===== src/rtl/uart_ram_loader_if.sv =====
// RAM write-port bundle driven by the UART program loader.
// The loader is the master; the RAM-side mux is the slave.
interface uart_ram_loader_if;
    logic        ram_w_en;
    logic [7:0]  ram_addr;
    logic [15:0] ram_wdata;

    modport master (
        output ram_w_en,
        output ram_addr,
        output ram_wdata
    );

    modport slave (
        input ram_w_en,
        input ram_addr,
        input ram_wdata
    );
endinterface


===== src/rtl/uart_ram_loader.sv =====
// UART program loader: assembles big-endian byte pairs into
// 16-bit words and writes them to RAM while holding the core.
module uart_ram_loader #(
    parameter int CLKS_PER_BIT = 104,
    parameter int WORD_COUNT   = 256
) (
    input  logic                clk,
    input  logic                reset,
    input  logic                rx,
    input  logic                load_start,
    uart_ram_loader_if.master   ram,
    output logic                cpu_hold,
    output logic                busy,
    output logic                done,
    output logic                frame_error,
    output logic [8:0]          words_written
);

    localparam int CW = $clog2(CLKS_PER_BIT);
    localparam logic [CW-1:0] HALF = CW'(CLKS_PER_BIT / 2);
    localparam logic [CW-1:0] FULL = CW'(CLKS_PER_BIT - 1);
    localparam logic [8:0]    LAST = 9'(WORD_COUNT - 1);

    typedef enum logic [1:0] {
        RX_IDLE,
        RX_START,
        RX_DATA,
        RX_STOP
    } rx_state_t;

    typedef enum logic [1:0] {
        IDLE,
        LOAD,
        DONE
    } ld_state_t;

    logic          rx_s1, rx_s2, rx_d;
    logic          rx_fall;
    rx_state_t     rx_state_q, rx_state_d;
    logic [CW-1:0] cnt_q, cnt_d;
    logic [2:0]    bit_q, bit_d;
    logic [7:0]    shift_q, shift_d;
    logic          byte_vld_q, byte_vld_d;
    logic          ferr_q, ferr_d;

    ld_state_t     state_q, state_d;
    logic          start_load;
    logic          phase_hi;

    // rx_d holds the previous synchronized level for edge detection
    always_ff @(posedge clk or negedge reset) begin
        if (!reset) begin
            rx_s1 <= 1'b1;
            rx_s2 <= 1'b1;
            rx_d  <= 1'b1;
        end else begin
            rx_s1 <= rx;
            rx_s2 <= rx_s1;
            rx_d  <= rx_s2;
        end
    end

    assign rx_fall = rx_d & ~rx_s2;

    always_ff @(posedge clk or negedge reset) begin
        if (!reset) begin
            rx_state_q <= RX_IDLE;
            cnt_q      <= '0;
            bit_q      <= '0;
            shift_q    <= '0;
            byte_vld_q <= 1'b0;
            ferr_q     <= 1'b0;
        end else begin
            rx_state_q <= rx_state_d;
            cnt_q      <= cnt_d;
            bit_q      <= bit_d;
            shift_q    <= shift_d;
            byte_vld_q <= byte_vld_d;
            ferr_q     <= ferr_d;
        end
    end

    always_comb begin
        rx_state_d = rx_state_q;
        cnt_d      = cnt_q + 1'b1;
        bit_d      = bit_q;
        shift_d    = shift_q;
        byte_vld_d = 1'b0;
        ferr_d     = 1'b0;
        case (rx_state_q)
            RX_IDLE: begin
                cnt_d = '0;
                if (rx_fall)
                    rx_state_d = RX_START;
            end
            RX_START: begin
                if (cnt_q == HALF) begin
                    cnt_d      = '0;
                    bit_d      = '0;
                    rx_state_d = rx_s2 ? RX_IDLE : RX_DATA;
                end
            end
            RX_DATA: begin
                if (cnt_q == FULL) begin
                    cnt_d   = '0;
                    shift_d = {rx_s2, shift_q[7:1]};
                    bit_d   = bit_q + 3'd1;
                    if (bit_q == 3'd7)
                        rx_state_d = RX_STOP;
                end
            end
            RX_STOP: begin
                if (cnt_q == FULL) begin
                    cnt_d      = '0;
                    rx_state_d = RX_IDLE;
                    byte_vld_d = rx_s2;
                    ferr_d     = ~rx_s2;
                end
            end
            default: rx_state_d = RX_IDLE;
        endcase
    end

    always_ff @(posedge clk or negedge reset) begin
        if (!reset)
            state_q <= IDLE;
        else
            state_q <= state_d;
    end

    // Leave LOAD right after the final strobe so the core is
    // released on the cycle following the last RAM write.
    always_comb begin
        state_d    = state_q;
        start_load = 1'b0;
        case (state_q)
            IDLE: begin
                if (load_start) begin
                    start_load = 1'b1;
                    state_d    = LOAD;
                end
            end
            LOAD: begin
                if (ram.ram_w_en && words_written == LAST)
                    state_d = DONE;
            end
            DONE: begin
                if (load_start) begin
                    start_load = 1'b1;
                    state_d    = LOAD;
                end
            end
            default: state_d = IDLE;
        endcase
    end

    always_ff @(posedge clk or negedge reset) begin
        if (!reset) begin
            ram.ram_w_en  <= 1'b0;
            ram.ram_addr  <= '0;
            ram.ram_wdata <= '0;
            words_written <= '0;
            frame_error   <= 1'b0;
            phase_hi      <= 1'b1;
        end else begin
            ram.ram_w_en <= 1'b0;
            if (ram.ram_w_en)
                words_written <= words_written + 9'd1;
            if (start_load) begin
                words_written <= '0;
                ram.ram_addr  <= '0;
                frame_error   <= 1'b0;
                phase_hi      <= 1'b1;
            end else begin
                if (ferr_q) begin
                    frame_error <= 1'b1;
                    phase_hi    <= 1'b1;
                end
                if (state_q == LOAD && byte_vld_q) begin
                    if (phase_hi) begin
                        ram.ram_wdata[15:8] <= shift_q;
                        phase_hi            <= 1'b0;
                    end else begin
                        ram.ram_wdata[7:0] <= shift_q;
                        ram.ram_addr       <= words_written[7:0];
                        ram.ram_w_en       <= 1'b1;
                        phase_hi           <= 1'b1;
                    end
                end
            end
        end
    end

    assign busy     = (state_q == LOAD);
    assign cpu_hold = busy;
    assign done     = (state_q == DONE);

endmodule


===== src/flat_wrapper.sv =====
// flat-port wrapper written by rule: the top's interface ports become plain ports
module uart_ram_loader_flat 
#(
    parameter int CLKS_PER_BIT = 104,
    parameter int WORD_COUNT   = 256
)
  (clk, reset, rx, load_start, cpu_hold, busy, done, frame_error, words_written, ram_ram_w_en, ram_ram_addr, ram_ram_wdata);
  uart_ram_loader_if ram_i ();
  input  logic clk;
  input  logic reset;
  input  logic rx;
  input  logic load_start;
  output logic cpu_hold;
  output logic busy;
  output logic done;
  output logic frame_error;
  output logic [8:0] words_written;
  output wire logic [$bits(ram_i.ram_w_en)-1:0] ram_ram_w_en;
  output wire logic [$bits(ram_i.ram_addr)-1:0] ram_ram_addr;
  output wire logic [$bits(ram_i.ram_wdata)-1:0] ram_ram_wdata;
  assign ram_ram_w_en = ram_i.ram_w_en;
  assign ram_ram_addr = ram_i.ram_addr;
  assign ram_ram_wdata = ram_i.ram_wdata;
  uart_ram_loader #(.CLKS_PER_BIT(CLKS_PER_BIT), .WORD_COUNT(WORD_COUNT)) u_core (.clk(clk), .reset(reset), .rx(rx), .load_start(load_start), .ram(ram_i), .cpu_hold(cpu_hold), .busy(busy), .done(done), .frame_error(frame_error), .words_written(words_written));
endmodule

===== config.mk =====
export PLATFORM = sky130hd
export DESIGN_NAME = uart_ram_loader_flat
export DESIGN_NICKNAME = d
export VERILOG_FILES = /design/src/rtl/uart_ram_loader_if.sv /design/src/rtl/uart_ram_loader.sv /design/src/flat_wrapper.sv
export SDC_FILE = /design/constraint.sdc
export NUM_CORES = 1
export LEC_CHECK = 0
export CAP_MARGIN = 20
export CORE_MARGIN = 2
export CORE_UTILIZATION = 53
export CTS_CLUSTER_DIAMETER = 80
export DETAILED_ROUTE_END_ITERATION = 16
export PLACE_DENSITY = 0.78
export SETUP_SLACK_MARGIN = 0.3
export SYNTH_ARGS = -nofsm -noshare
export SYNTH_HDL_FRONTEND = slang
export SYNTH_SLANG_ARGS = --single-unit

===== constraint.sdc =====
create_clock -name clk -period 2.1 [get_ports clk]
set_input_delay 0.315 -clock clk [delete_from_list [all_inputs] [get_ports clk]]
set_output_delay 0.315 -clock clk [all_outputs]
set_load 0.01 [all_outputs]

==> reports/metrics.csv, run 1 <==
metric;value;unit
track_usage;20.3;%
fin_util;69.5;%
yosys_warnings;0;
critPathMaxFanout;7;
place_congestion;0.812;
min_period_over_period;83.5;%
overflow;0;
dp.cells;337;
start_util;54.7;%
cp.depth;1;
slew-limit-headroom;75.3;%
fin_skew;0.0146;ns
hpwl;3630;um
firstDrtPassIters;4;
final_nets;290;
clkLatencyLatePin;0.34;ns
crit_path_end_kind;output port;
clkSinkCount;63;
via_per_inst;5.41;
cts_tree;built;
dpl_cell_area;0.00328;mm2
crit_path_start_kind;flip-flop;
ant_nets;0;
vias;1919;
synthCells;230;
synth_flop_cell;dfrtp_1;
cts_root_buffer;clkbuf_8;
syn-cell-area;0.00278;mm2
final-setup-viol-count;0;
critPathSlowestCell;clkdlybuf4s50_1;
final_cells;355;
rsz0062_at_grt;false;
setup_ws;0.346;ns
antenna_found_initial;0;
die_w;76.4;um
clk_pin_slew;0.08;ns
drive_gt1_share;18.9;%
status;finished, final reports clean;
timing.rr.start;u_core.cnt_q[0]$_DFF_PN0_;
period_minus_slack;1.75;ns
grt_max_degree;64;
slew_viol_final;0;
ff_latch_area;0.00158;mm2
ys_async_sr_fraction;100;%
synth_top_area_share;53.2;%
crit_family;buffers and inverters;
power.total;3.05;mW
max_stage_delay;0.60;ns
die_h;76.4;um
max_freq;570;MHz
critPathRequiredTime;1.78;ns
maxCapViolCount;0;
multi_input_area;0.00112;mm2
cp.arrival;1.44;ns
drt_iter0_drc;150;
critPathCapture;words_written[3];
r2r_end;u_core.shift_q[0]$_DFFE_PN0P_;
vdd_ir_drop_max;0.000818;V
worstMarginPinSlew;0.371;ns
die-area;0.00584;mm2
cp-startpoint;u_core.words_written[3]$_DFFE_PN0P_;
power.density;865;mW/mm2
core-area;0.00507;mm2
synth_edf_count;0;
yosysTopAreaCell;dfrtp_1;
crit_type;reg2out;
n_fill_cell;383;
ys_types;49;
boundaryPins;42;
yosysMostFrequentCell;dfrtp_1;
syn_nets;240;
holdCritPathClass;reg2reg;
final.setup.tns;0;ns
route.detailed.drc;0;
ys_seq_area_share;56.9;%
rows;26;
cp_num_buf_inv;1;
whs;0.358;ns
r2r_setup_slack;0.43;ns
synth_commonest_cells;dfrtp_1, nand2_1, nor2_1, inv_1, mux2_1;
grt_pass1_wl;9360;um
leakagePower;1.59;nW
diodes;0;
crit_chain;clkdlybuf4s50_1;
grt_pass1_vias;1936;
synth_area_per_cell;12.1;um2
ys_ff_latch;63;
design_area;0.00352;mm2
io_buffers;41;
cts_max_level;3;
synthToLayoutAreaGrowth;26.9;%
r2r_cells;5;
cts_buffer_depth;2;
numCtsBuffers;9;
hold_viol;0;
ys_top_cells_by_area;dfrtp_1, mux2_1, dfstp_2;
pre_cts_ws;0.392;ns
wl_per_cell;15.4;um
drt_wl_total;5450;um
-- per-layer routing --
| layer | GRT usage, % | part of all wire [%] | vias up |
|---|---|---|---|
| met4 | 9.27 | 1.2 | 0 |
| li1 | - | - | 911 |
| met2 | 33.4 | 49 | 42 |
| met5 | 0 | 0 | - |
| met3 | 4.27 | 4.9 | 6 |
| met1 | 26.1 | 45 | 960 |
-- where the power goes --
part	internal, mW	leakage (nW)	switching (mW)
logic	0.193	0.702	0.226
clock network	0.701	0.110	0.474
registers	1.31	0.780	0.145
total	2.20	1.59	0.845
-- flip-flops by register name (all words and copies together) (netlist names), 2 cells and up, named ones only --
register              flops
u_core.state_q            2
u_core.ram.ram_wdata     16
u_core.shift_q            8
u_core.ram.ram_addr       8
u_core.bit_q              3
u_core.words_written      9
u_core.cnt_q              7
-- final cells by class --
class | count | share of cell area [%]
repair buffers | 48 | 13.3
inverters | 11 | 1.17
flip-flops and latches | 63 | 44.9
clock inverters | 5 | 2.31
multi-input cells | 147 | 31.8
clock buffers | 11 | 4.01
well taps | 70 | 2.48
-- how the worst min path moves through the flow --
stage	from	endpoint	slack, ns	cells after the start
finish	u_core.rx_s1$_DFF_PN1_	u_core.rx_s2$_DFF_PN1_	0.36	0
global route	u_core.rx_s1$_DFF_PN1_	u_core.rx_s2$_DFF_PN1_	0.36	0
CTS	u_core.rx_s1$_DFF_PN1_	u_core.rx_s2$_DFF_PN1_	0.36	0
detailed placement	reset	u_core.ram.ram_wdata[3]$_DFFE_PN0P_	0.35	2
global placement	reset	u_core.ram.ram_wdata[3]$_DFFE_PN0P_	0.35	2
floorplan	reset	async pin	0.02	0
-- cells by family after synthesis --
group | Yosys count | synth area share [%]
xor gates and xnor gates | 7 | 2.21
DFF | 63 | 56.9
buffers and inverters | 20 | 3.51
AOI/OAI and AO/OA | 33 | 7.75
adders and majority gates | 6 | 2.70
muxes | 26 | 11.4
and+or+nand+nor | 75 | 15.5
-- placed cells by master (no fill, tap or decap), types with 3 or more instances in the layout --
cell type,n
nand3_1,7
o21ai_1,8
mux2_1,10
inv_1,10
a21oi_1,4
mux2_2,8
nor2_1,13
mux2_4,7
xor2_1,5
ha_1,5
clkbuf_8,10
buf_4,5
dfstp_2,4
nand4_1,3
nand2_1,24
a211oi_1,3
o21ai_0,8
dlygate4sd2_1,3
clkdlybuf4s50_1,37
dfrtp_1,57
or3_1,8
-- timing repair --
item,in CTS,in global routing
hold buffers,1,0
setup buffers,1,0
hold endpoints to repair,59,0
cloned,0,0
resized for setup,7,1
endpoints found under the setup margin,4,1
No activity file was read; power rests on OpenSTA's default activity.
==> run 2: changes to the inputs <==
--- a/config.mk
+++ b/config.mk
@@ -7,10 +7,10 @@
 export LEC_CHECK = 0
 export CAP_MARGIN = 20
 export CORE_MARGIN = 2
-export CORE_UTILIZATION = 53
+export CORE_UTILIZATION = 48
 export CTS_CLUSTER_DIAMETER = 80
 export DETAILED_ROUTE_END_ITERATION = 16
-export PLACE_DENSITY = 0.78
+export PLACE_DENSITY = 0.75
 export SETUP_SLACK_MARGIN = 0.3
 export SYNTH_ARGS = -nofsm -noshare
 export SYNTH_HDL_FRONTEND = slang
==> constraint.sdc (replaced) <==
create_clock -name clk -period 1.55 [get_ports clk]
set_input_delay 0.2325 -clock clk [delete_from_list [all_inputs] [get_ports clk]]
set_output_delay 0.2325 -clock clk [all_outputs]
set_load 0.01 [all_outputs]
==> run 2 against run 1 <==
The run now ends with negative setup slack left. Routed wire length increased by 53%. Setup slack got worse by 0.38 ns. Register-to-register slack got worse by 0.47 ns. Clock skew increased by 0.0050 ns. Clock power increased by 7%. Count of clock-buffer cells in the layout increased by 1. Die area increased by 9.9%. Largest cell class unchanged.
==> reports/metrics.csv, run 2 (same netlist as run 1, synthesis figures left out) <==
metric;value;unit;change
status;finished, violations left;;was finished, final reports clean
violations;negative setup slack;;
hpwl;4000;um;was 3630 um
final_nets;348;;was 290
cp.arrival;1.81;ns;was 1.44 ns
largest_register;u_core.ram.ram_wdata;;unchanged
critPathMaxFanout;5;;was 7
synthToLayoutAreaGrowth;58.2;%;was 26.9%
grt_max_degree;26;;was 64
pwr-share-clk;28.6;%;was 38.5%
clkLatencyLatePin;0.35;ns;was 0.34 ns
n_fill_cell;276;;was 383
cts_tree;built;;unchanged
die_w;80.1;um;was 76.4 um
final-setup-viol-count;8;;was 0
min_period_over_period;102;%;
leakagePower;2.04;nW;was 1.59 nW
wl_met2;4560;um;was 2680 um
grt_pass1_vias;2212;;was 1936
drt_iter0_drc;228;;was 150
grt_pass1_wl;10700;um;was 9360 um
numCtsBuffers;9;;unchanged
dpl_cell_area;0.00347;mm2;was 0.00328 mm2
crit_path_end_kind;flip-flop;;was output port
r2r_setup_slack;-0.04;ns;was 0.43 ns
cts_root_buffer;clkbuf_8;;unchanged
via_per_inst;5.58;;was 5.41
core-area;0.00554;mm2;was 0.00507 mm2
final_cells;415;;was 355
max_freq;630;MHz;
min_path_cells;1;;was 0
route.top_layer_used;met4;;unchanged
rows;27;;was 26
timing.rr.start;u_core.state_q[1]$_DFFE_PN0P_;;was u_core.cnt_q[0]$_DFF_PN0_
cts_buffer_depth;2;;unchanged
die-area;0.00641;mm2;was 0.00584 mm2
power.density;1000;mW/mm2;was 865 mW/mm2
hold_viol;0;;unchanged
crit_type;reg2reg;;was reg2out
dr_wl_met3;350;um;was 265 um
pre_cts_ws;0.0514;ns;was 0.392 ns
min_from;rx;;was u_core.rx_s1$_DFF_PN1_
slew-limit-headroom;73.7;%;was 75.3%
final.setup.tns;-0.122;ns;was 0 ns
top_regs;u_core.ram.ram_wdata: 16 flops, u_core.words_written: 9 flops;;unchanged
power.total;4.40;mW;was 3.05 mW
place_congestion;0.738;;was 0.812
diodes;0;;unchanged
route.detailed.drc;0;;unchanged
drt_wl_total;8360;um;was 5450 um
boundaryPins;42;;unchanged
p_switching;1.38;mW;was 0.845 mW
vias;2316;;was 1919
period_minus_slack;1.59;ns;
multi_input_area;0.00144;mm2;was 0.00112 mm2
mostFrequentLayoutCell;dfrtp_1;;unchanged
p_int;3.02;mW;was 2.20 mW
vdd_ir_drop_max;0.000878;V;was 0.000818 V
slew_viol_final;0;;unchanged
setup_ws;-0.0367;ns;was 0.346 ns
clk_pin_slew;0.07;ns;was 0.08 ns
io_buffers;41;;unchanged
r2r_cells;5;;unchanged
track_usage;22.4;%;was 20.3%
clkSinkCount;63;;unchanged
design_area;0.00439;mm2;was 0.00352 mm2
fin_skew;0.0196;ns;was 0.0146 ns
start_util;50.1;%;was 54.7%
maxCapViolCount;0;;unchanged
rsz0062_at_grt;true;;was false
drive_gt1_share;51.0;%;was 18.9%
final_cell_mix;dfrtp_1, buf_4, buf_6;;was dfrtp_1, clkdlybuf4s50_1, nand2_1
largest_reg_flops;16;;unchanged
critPathRequiredTime;1.78;ns;about the same
wl_per_cell;20.1;um;was 15.4 um
holdPathEnd;u_core.rx_s1$_DFF_PN1_;;was u_core.rx_s2$_DFF_PN1_
swShare;31.3;%;was 27.7%
ff_latch_area;0.00159;mm2;was 0.00158 mm2
crit_path_start_kind;flip-flop;;unchanged
ant_nets;0;;unchanged
dp.cells;355;;was 337
r2r_end;u_core.ram.ram_wdata[0]$_DFFE_PN0P_;;was u_core.shift_q[0]$_DFFE_PN0P_
cts_max_level;3;;unchanged
worstMarginPinSlew;0.394;ns;was 0.371 ns
antenna_found_initial;0;;unchanged
overflow;0;;unchanged
holdCritPathClass;in2reg;;was reg2reg
die_h;80.1;um;was 76.4 um
wl_met1;3220;um;was 2430 um
combPwrFrac;27.4;%;was 13.7%
firstDrtPassIters;5;;was 4
p_seq_share;44.0;%;was 47.7%
run 2: changes by cell type in the layout (fill, tap and decap cells not counted), moves of 5 or more:
cell	delta
mux2_1	-10
buf_6	+30
o21ai_2	+6
dfrtp_1	-6
buf_4	+29
mux2_4	+14
clkdlybuf4s50_1	-35
nand2_1	-7
o21ai_1	-5
clkdlybuf4s15_1	+23
nand2_4	+5
nand3_1	-5
dfrtp_2	+6
run 2: power by group through the flow:
stage	Combinational [mW]	Clock, mW	Sequential (mW)
6_report	1.20	1.26	1.94
5_1_grt	1.33	1.37	1.95
2_1_floorplan	0.461	0	1.95
3_3_place_gp	0.789	0	1.95
3_5_place_dp	0.817	0	1.95
4_1_cts	1.04	1.24	1.92
run 2: stage by stage:
stage          utilization, %  hold WS [ns]
2_1_floorplan               -       -0.0631
3_3_place_gp             62.7         0.167
3_5_place_dp             62.7         0.171
4_1_cts                  71.7         0.289
5_1_grt                  79.3         0.298
6_report                 79.3         0.296
run 2: worst max-delay path by stage:
stage | from | end | slack [ns] | cells past startpoint
2_1_floorplan | u_core.cnt_q[0]$_DFF_PN0_ | u_core.shift_q[1]$_DFFE_PN0P_ | 0.04 | 5
3_3_place_gp | u_core.state_q[1]$_DFFE_PN0P_ | cpu_hold | 0.09 | 2
3_5_place_dp | u_core.cnt_q[1]$_DFF_PN0_ | u_core.shift_q[0]$_DFFE_PN0P_ | 0.05 | 5
4_1_cts | u_core.cnt_q[0]$_DFF_PN0_ | u_core.shift_q[0]$_DFFE_PN0P_ | 0.05 | 5
5_1_grt | u_core.state_q[1]$_DFFE_PN0P_ | u_core.ram.ram_wdata[2]$_DFFE_PN0P_ | -0.05 | 5
6_report | u_core.state_q[1]$_DFFE_PN0P_ | u_core.ram.ram_wdata[0]$_DFFE_PN0P_ | -0.04 | 5
run 2: area by class of cell:
class	instances	share of cell area [%]
clock buffers	12	3.30
clock inverters	4	0.513
well taps	72	2.05
repair buffers	106	24.3
multi-input cells	147	32.7
flip-flops and latches	63	36.2
inverters	11	0.940
run 2: routing by layer:
layer	up-vias	track usage (%)
met1	1170	26.5
met3	23	5.96
met5	-	0
met2	93	39.6
met4	0	7.29
li1	1030	-
run 2: timing repair:
item | in CTS | in global routing
pin swaps | 14 | 28
endpoints found under the setup margin | 81 | 83
setup buffers | 27 | 13
gates resized for setup | 97 | 94
endpoints found under the hold margin | 13 | 0
hold buffers | 1 | 0
cloned | 1 | 2
run 2: critical path, cell delays in order, from the launching register on:
cell       delay, ns
dfrtp_1         0.40
buf_6           0.13
nor4bb_4        0.28
buf_4           0.20
clkbuf_16       0.16
mux2_4          0.30
